--- src/rtl/shift_lab_pkg.sv ---
// ============================================================================
// Module      : shift_lab_pkg
// Description : Shared mode encoding and default LFSR constants for shift_lab.
// Revision    : 1.0 - initial release
// ============================================================================
`default_nettype none

package shift_lab_pkg;

    typedef enum logic [1:0] {
        MODE_HOLD  = 2'b00,
        MODE_SHIFT = 2'b01,
        MODE_LFSR  = 2'b10,
        MODE_LOAD  = 2'b11
    } mode_e;

    localparam logic [7:0] c_DEFAULT_TAPS = 8'hB8;
    localparam logic [7:0] c_DEFAULT_SEED = 8'h01;

endpackage

`default_nettype wire

--- src/rtl/step_edge_det.sv ---
// ============================================================================
// Module      : step_edge_det
// Description : Rising-edge detector for the single-step strobe.
// Revision    : 1.0 - initial release
// ============================================================================
`default_nettype none

module step_edge_det (
    input  logic clk,
    input  logic rst_n,
    input  logic ena,
    input  logic strobe,
    output logic rise
);

    logic r_prev;

    // History only moves while enabled, so a frozen design cannot see a stale edge.
    always_ff @(posedge clk) begin
        if (!rst_n) begin
            r_prev <= 1'b0;
        end else if (ena) begin
            r_prev <= strobe;
        end
    end

    assign rise = strobe & ~r_prev;

endmodule

`default_nettype wire

--- src/rtl/tt_um_shift_lab.sv ---
// ============================================================================
// Module      : tt_um_shift_lab
// Description : Hold / shift / LFSR / load register with optional single-step.
//               Optional macro SHIFT_LAB_PARITY_EN exposes parity on uio[7].
// Revision    : 1.0 - initial release
// ============================================================================
`default_nettype none

module tt_um_shift_lab
    import shift_lab_pkg::*;
#(
    parameter int         WIDTH = 8,
    parameter logic [7:0] TAPS  = c_DEFAULT_TAPS,
    parameter logic [7:0] SEED  = c_DEFAULT_SEED
) (
    input  logic       clk,
    input  logic       rst_n,
    input  logic       ena,
    input  logic [7:0] ui_in,
    input  logic [7:0] uio_in,
    output logic [7:0] uo_out,
    output logic [7:0] uio_out,
    output logic [7:0] uio_oe
);

    localparam logic [WIDTH-1:0] c_SEED_W = SEED[WIDTH-1:0];
    localparam logic [WIDTH-1:0] c_TAPS_W = TAPS[WIDTH-1:0];

    logic [WIDTH-1:0] r_q;
    mode_e            w_mode;
    logic             w_rise;
    logic             w_advance;
    logic             w_feedback;
    logic [7:0]       w_load_src;
    logic             w_unused_bits;

    step_edge_det u_step_edge_det (
        .clk    (clk),
        .rst_n  (rst_n),
        .ena    (ena),
        .strobe (ui_in[3]),
        .rise   (w_rise)
    );

    assign w_mode     = mode_e'(ui_in[1:0]);
    assign w_advance  = ena & (~ui_in[4] | w_rise);
    assign w_feedback = ^(r_q & c_TAPS_W);

`ifdef SHIFT_LAB_PARITY_EN
    // uio[7] is repurposed as an output, so its input value must not leak into LOAD.
    assign w_load_src = {1'b0, uio_in[6:0]};
    assign uio_out    = {^r_q, 7'b0};
    assign uio_oe     = 8'h80;
`else
    assign w_load_src = uio_in;
    assign uio_out    = 8'h00;
    assign uio_oe     = 8'h00;
`endif

    always_ff @(posedge clk) begin
        if (!rst_n) begin
            r_q <= c_SEED_W;
        end else if (w_advance) begin
            case (w_mode)
                MODE_HOLD:  r_q <= r_q;
                MODE_SHIFT: r_q <= {r_q[WIDTH-2:0], ui_in[2]};
                // An all-zero register would stay stuck, so it recovers from SEED.
                MODE_LFSR:  r_q <= (r_q == '0) ? c_SEED_W : {r_q[WIDTH-2:0], w_feedback};
                MODE_LOAD:  r_q <= w_load_src[WIDTH-1:0];
                default:    r_q <= r_q;
            endcase
        end
    end

    assign uo_out = 8'(r_q);

    assign w_unused_bits = ^{ui_in[7:5], uio_in};

endmodule

`default_nettype wire
--- config.mk ---
export PLATFORM = sky130hd
export DESIGN_NAME = tt_um_shift_lab
export DESIGN_NICKNAME = d
export VERILOG_FILES = /design/src/rtl/shift_lab_pkg.sv /design/src/rtl/step_edge_det.sv /design/src/rtl/tt_um_shift_lab.sv
export SDC_FILE = /design/constraint.sdc
export NUM_CORES = 1
export LEC_CHECK = 0
export BUFFER_PORTS_ARGS = -buffer_cell sky130_fd_sc_hd__buf_2
export CORE_MARGIN = 4
export CORE_UTILIZATION = 43
export DETAILED_ROUTE_END_ITERATION = 8
export PLACE_DENSITY = 0.82
export SLEW_MARGIN = 20
export SYNTH_ARGS = -nofsm -noshare
export SYNTH_HDL_FRONTEND = slang
export SYNTH_SLANG_ARGS = --single-unit
--- constraint.sdc ---
create_clock -name clk -period 4.7 [get_ports clk]
set_clock_uncertainty 0.2 [all_clocks]
set_input_delay 0.47 -clock clk [delete_from_list [all_inputs] [get_ports clk]]
set_output_delay 0.47 -clock clk [all_outputs]
set_load 0.01 [all_outputs]
==> impl_metrics.yaml, run 1 <==
sta:
  slew_headroom: 0.5611
  fin_ws_ns: 2.834
  tns_ns: 0
  worstMarginPinSlew_ns: 0.6584
  fmax_mhz: 536.0
  finalMaxSlewViolations: 0
  min_period_ns: 1.866
  fin_crit_sh: 0.3969
  hold_violations: 0
  rsz0062_at_grt: "false"
  finalSetupViolCount: 0
layout:
  final_common_cell: "buf_2"
  final_cell_mix: "buf_2, conb_1, nand3_1, nand2_1, dfxtp_1"
  antennaDiodeCount: 0
  multi_input_area_sq_um: 392.9
  drive_gt1_frac: 0.2885
  filler_cell_count: 148
  regArea_sq_um: 180.2
  areaGrowthSynthToFinish_pct: 12.76
  finish.net_count: 125
worst_setup_path:
  worstSetupStartpointType: "flip-flop"
  cp_top_family: "simple AND/OR/NAND/NOR gates"
  critPathKind: "reg -> reg"
  cp.arrival_ns: 1.86
  crit_buf_inv: 1
  slowest_stage: "or4b_4"
  critPathMaxFanout: 4
  end_kind: "flip-flop"
  critPathMaxStageDelay_ns: 0.51
  cp_cell_sequence: "inv_1 > ha_1 > or3_1 > a21oi_1 > or4b_4 > a41oi_2"
  crit_required_ns: 4.69
status:
  status: "finished clean"
floorplan:
  ios: 43
  die_area_sq_mm: 0.002217
  core_area_sq_mm: 0.001366
  initial_core_util: 0.4808
  rows: 13
  dieWidth_microns: 47.09
  die_height_microns: 47.09
routing:
  drt-initial-drc-count: 6
  viasPerCell: 5.076
  drc: 0
  vias: 604
  totalWireLength_microns: 1421
  ant_nets: 0
  wire_per_inst_microns: 11.94
  dr.pass1.iters: 4
clocking:
  ctsResizeCount: 0
  clock_path_buffers: 2
  cts_root_buf: "clkbuf_4"
  cts_buffers: 3
  cts_tree: "yes"
  cts_sinks: 9
  worstSkewPairLatency_ns: 0.26
  clkTransAtPathRegs_ns: 0.07
  cts_hold_buf: 0
  h-tree-depth: 1
  postCtsSetupRepairBufs: 0
placement:
  place_congestion: 0.8196
  io_buffer_count: 23
  hpwl_microns: 1070
  pre_cts_slack_ns: 2.321
global_routing:
  grt_pass1_wl_microns: 2249
  grt_pass1_vias: 508
  grt_usage: 0.1413
  grt_max_degree: 17
  antenna_found_initial: 0
  gr-total-overflow: 0
yosys:
  syn_area_sq_um: 656.9
  synthTopCellsByArea: "dfxtp_1, buf_4, nand3_1"
  yosysTopAreaCellShare: 0.2743
  synthCells: 82
  synth_top_area_cell: "dfxtp_1"
  synth_area_per_cell_sq_um: 8.011
  ys_seq_area_frac: 0.2743
  yosysWarnings: 0
  synth-seq-cells: 9
  synth.distinct_cells: 25
power:
  pwr_density_cell_mw_per_mm2: 273.8
  p_total_mw: 0.2028
  p_leak_nw: 0.3854
  peakVddDrop_mv: 0.1537
min_path:
  hold_path_class: "in -> reg"
job:
  max_cap_viol_count: 0
==> metrics by stage <==
stage | utilization | std cells | hold slack, ns | cell area [sq um]
2_1_floorplan | - | 97 | 0.2733 | 713.2
3_3_place_gp | 0.5201 | 115 | 0.2888 | 710.7
3_5_place_dp | 0.5201 | 115 | 0.3019 | 710.7
4_1_cts | 0.5394 | 119 | 0.2645 | 737.0
5_1_grt | 0.5421 | 119 | 0.2908 | 740.7
6_report | 0.5421 | 119 | 0.2705 | 740.7
==> worst register-to-register path, stage by stage (launching register included) <==
cell     delay [ns]
dfxtp_1        0.37
inv_1          0.06
ha_1           0.32
or3_1          0.11
a21oi_1        0.04
or4b_4         0.51
a41oi_2        0.18
==> final timing paths <==
kind / from / to / slack, ns / cells past startpoint
worst max-delay path: uo_out[5] / uo_out[0] / 2.83 / 6
worst min-delay path: uio_in[5] / uo_out[5] / 0.27 / 3
worst max register to register: uo_out[5] / uo_out[0] / 2.83 / 6
worst min register to register: u_step_edge_det.r_prev / u_step_edge_det.r_prev / 0.32 / 2
==> Yosys cell counts <==
library cell and number:
a31oi_1 2, conb_1 1, or4b_4 1, inv_1 2, a41oi_2 1, nand2b_1 1
nor2_1 1, or3_1 1, nor4_4 1, mux2i_1 1, a21oi_1 2, nand4_1 1
dfxtp_1 9, nand3_1 14, clkbuf_1 3, o211ai_1 1, buf_4 16, o211a_1 5
nor2b_1 1, nor3b_1 1, buf_2 1, nand2_1 9, o21ai_0 4, ha_1 1
nand3b_1 2
==> registers in the layout, indices dropped and copies added (netlist names) <==
register and count:
uo_out 8, u_step_edge_det.r_prev 1
==> power by group <==
group | switching [mW] | internal [mW] | leakage (nW)
sequential | 0.00758 | 0.0822 | 0.0742
clock | 0.0298 | 0.0328 | 0.0150
combinational | 0.0292 | 0.0212 | 0.296
total | 0.0666 | 0.136 | 0.385
==> final cells by class <==
type	instances	area share
sequential	9	0.2432
tap	15	0.02534
inverter	2	0.01014
timing repair buffer	23	0.1554
clock buffer	4	0.03547
multi-input combinational	66	0.5304
==> cell families (layout without fill, tap and decap cells) <==
logic type / count (synthesis) / after routing / synth area share
simple gates: 33 / 33 / 0.2895
buf+inv: 22 / 29 / 0.2191
compound gates: 15 / 15 / 0.1772
flops: 9 / 9 / 0.2743
fa+ha+maj: 1 / 1 / 0.01904
other cells: 1 / 16 / 0.005709
mux: 1 / 1 / 0.01524
==> routing by layer <==
| metal | vias up | part of all wire | GRT usage |
|---|---|---|---|
| met1 | 269 | 0.44 | 0.1854 |
| met5 | - | 0 | 0 |
| met4 | 0 | 0.013 | 0.06630 |
| met3 | 4 | 0.10 | 0.02299 |
| met2 | 29 | 0.45 | 0.2249 |
| li1 | 302 | - | - |
Power figures use the tool's default switching activity.
==> run 2: changes to the inputs <==
--- a/config.mk
+++ b/config.mk
@@ -5,11 +5,12 @@
 export SDC_FILE = /design/constraint.sdc
 export NUM_CORES = 1
 export LEC_CHECK = 0
+export ABC_AREA = 1
 export BUFFER_PORTS_ARGS = -buffer_cell sky130_fd_sc_hd__buf_2
 export CORE_MARGIN = 4
-export CORE_UTILIZATION = 43
+export CORE_UTILIZATION = 41
 export DETAILED_ROUTE_END_ITERATION = 8
-export PLACE_DENSITY = 0.82
+export PLACE_DENSITY = 0.78
 export SLEW_MARGIN = 20
 export SYNTH_ARGS = -nofsm -noshare
 export SYNTH_HDL_FRONTEND = slang
==> constraint.sdc (replaced) <==
create_clock -name clk -period 1.9 [get_ports clk]
set_clock_uncertainty 0.2 [all_clocks]
set_input_delay 0.19 -clock clk [delete_from_list [all_inputs] [get_ports clk]]
set_output_delay 0.19 -clock clk [all_outputs]
set_load 0.01 [all_outputs]
==> run 2 against run 1 <==
Maximum frequency increased by 19%. Clock-buffer cell count unchanged. Hold slack got worse by 0.26 ns. Register-to-register slack got worse by 2.5 ns. Final area increased by 0.84%. Clock power increased by 140%. Largest power group unchanged.
==> impl_metrics.yaml, run 2 <==
worst_setup_path:
  critPathMaxFanout: 3
  r2r_slack_ns: 0.33
  worstSetupStartpointType: "flip-flop"
  r2r_end: "uo_out[0]"
  worstSetupStartpoint: "uo_out[4]"
  cp_cell_sequence: "inv_1 > ha_1 > inv_1 > nand2_1 > nand2_1 > nand2_1 > nand2_1 > nand2_1 > nand2_1 > nand2_1 > nand2_1 > nand2_1"
  crit_required_ns: 1.87
  r2r_start: "uo_out[4]"
  critPathMaxStageDelay_ns: 0.36
  critPathKind: "reg -> reg"
  cpMostUsedCell: "nand2_1"
  slowest_stage: "dfxtp_1"
  end_kind: "flip-flop"
  r2r_cells: 12
  cp.arrival_ns: 1.54
min_path:
  min_from: "uio_in[6]"
  hold_path_depth: 3
  hold_path_class: "in -> reg"
  worstHoldEndpoint: "uo_out[6]"
yosys:
  async_flop_share: 0
  ys.flop_type: "dfxtp_1"
  syn_area_sq_um: 661.9
  synth_top_area_cell: "dfxtp_1"
  yosysWarnings: 0
  synth.distinct_cells: 17
  synth_area_per_cell_sq_um: 6.426
  ys_seq_area_frac: 0.2722
  synthTopCellsByCount: "nand2_1, buf_4, inv_1"
  synthCells: 103
  yosysMostFrequentCell: "nand2_1"
  synthTopCellsByArea: "dfxtp_1, buf_4, nand2_1"
  yosysTopAreaCellShare: 0.2722
  synth-edff-count: 0
  synth-seq-cells: 9
sta:
  min_period_ns: 1.572
  finalSetupViolCount: 0
  fin_crit_sh: 0.8273
  rsz0062_at_grt: "false"
  whs_ns: 0.01099
  finalMaxSlewViolations: 0
  hold_violations: 0
  fmax_mhz: 636.2
  tns_ns: 0
clocking:
  worstSkewPairLatency_ns: 0.27
  clkTransAtPathRegs_ns: 0.06
  h-tree-depth: 1
  postCtsSetupRepairBufs: 0
  cts_buffers: 3
  cts_sinks: 9
  cts_root_buf: "clkbuf_4"
  clock_path_buffers: 2
  cts_tree: "yes"
power:
  p_leak_nw: 0.4297
  pwr_density_cell_mw_per_mm2: 676.0
  p_clk_frac: 0.295
  p_int_mw: 0.3383
  p_switching_mw: 0.1666
  p_seq_frac: 0.428
  power_frac_comb: 0.277
  switching_share: 0.3301
  peakVddDrop_mv: 0.4310
routing:
  wire_per_inst_microns: 9.556
  totalWireLength_microns: 1376
  vias: 674
  drt-initial-drc-count: 21
  ant_nets: 0
  drc: 0
  viasPerCell: 4.681
  dr.pass1.iters: 4
layout:
  filler_cell_count: 168
  areaGrowthSynthToFinish_pct: 12.85
  drive_gt1_frac: 0.2344
  final_common_cell: "nand2_1"
  largest_reg_flops: 8
  fin_cells: 144
  regArea_sq_um: 180.2
  multi_input_area_sq_um: 342.8
  final_cell_mix: "nand2_1, buf_2, conb_1, inv_1"
  antennaDiodeCount: 0
  finish.net_count: 149
status:
  status: "finished clean"
floorplan:
  dieWidth_microns: 48.18
  rows: 14
  ios: 43
  core_area_sq_mm: 0.001524
  die_height_microns: 48.18
  initial_core_util: 0.4343
  die_area_sq_mm: 0.002321
job:
  max_cap_viol_count: 0
placement:
  hpwl_microns: 1109
  place_congestion: 0.7335
  io_buffer_count: 23
  place_inst: 139
global_routing:
  antenna_found_initial: 0
  grt_pass1_wl_microns: 1973
  gr-total-overflow: 0
  grt_usage: 0.1290
  grt_max_degree: 14
  grt_pass1_vias: 499
[run 2: cell types whose count changed after synthesis, sizes merged, moves of 5 or more]
| cell | delta |
|---|---|
| a21oi | +7 |
| inv | +12 |
| nand2 | +21 |
| nand3 | -13 |
| nor2 | +5 |
| o211a | -5 |
| o21ai | +7 |
[run 2: layer usage]
metal / vias up / track usage / wire length (microns)
li1: 339 / - / -
met4: 0 / 0.08065 / 28
met2: 33 / 0.2031 / 646
met3: 5 / 0.07380 / 155
met1: 297 / 0.1305 / 547
met5: - / 0 / 0
[run 2: power by group through the flow]
stage / logic [mW] / clock network, mW / registers, mW
2_1_floorplan: 0.115 / 0 / 0.225
3_3_place_gp: 0.134 / 0 / 0.220
3_5_place_dp: 0.137 / 0 / 0.220
4_1_cts: 0.139 / 0.157 / 0.216
5_1_grt: 0.161 / 0.167 / 0.218
6_report: 0.140 / 0.149 / 0.216
[run 2: area by class of cell]
class                      instances  share of cell area
timing repair buffer              24              0.1675
clock buffer                       4             0.03518
tap                               16             0.02680
multi-input combinational         77              0.4590
sequential                         9              0.2412
inverter                          14             0.07035
[run 2: metrics by stage]
| step | total power [mW] | util | worst slack (ns) | cell area, sq um |
|---|---|---|---|---|
| final | 0.5049 | 0.4901 | 0.3281 | 747.0 |
| after global routing | 0.5451 | 0.4901 | 0.2030 | 747.0 |
| after CTS | 0.5119 | 0.4901 | 0.3295 | 747.0 |
| after detailed placement | 0.3571 | 0.4663 | 0.3432 | 710.7 |
| after global placement | 0.3535 | 0.4663 | 0.3927 | 710.7 |
| after floorplan | 0.3400 | - | 0.4098 | 718.2 |
[run 2: worst max-delay path: cells and delay by family (launching register included)]
kind / cells / cell delay [ns]
flip-flops: 1 / 0.36
adder cells (fa/ha/maj): 1 / 0.31
AND/OR/NAND/NOR: 9 / 0.47
buffers and inverters: 2 / 0.14
[run 2: worst max path at each step]
stage,end
2_1_floorplan,uo_out[0]
3_3_place_gp,uo_out[0]
3_5_place_dp,uo_out[0]
4_1_cts,uo_out[0]
5_1_grt,uo_out[5]
6_report,uo_out[0]
[run 2: timing repair]
| action | CTS | global route |
|---|---|---|
| endpoints found under the hold margin | 1 | 0 |
| endpoints found under the setup margin | 0 | 0 |
| resized for setup | 0 | 0 |
| hold buffers | 1 | 0 |
[run 2: logic make-up (layout without fill, tap and decap cells)]
kind of cell,Yosys count,after routing,share of synthesized area
other,1,16,0.005666
AOI/OAI and AO/OA,22,22,0.1815
and+or+nand+nor,38,38,0.2268
DFF,9,9,0.2722
buffers and inverters,32,42,0.2949
adders and majority gates,1,1,0.01890
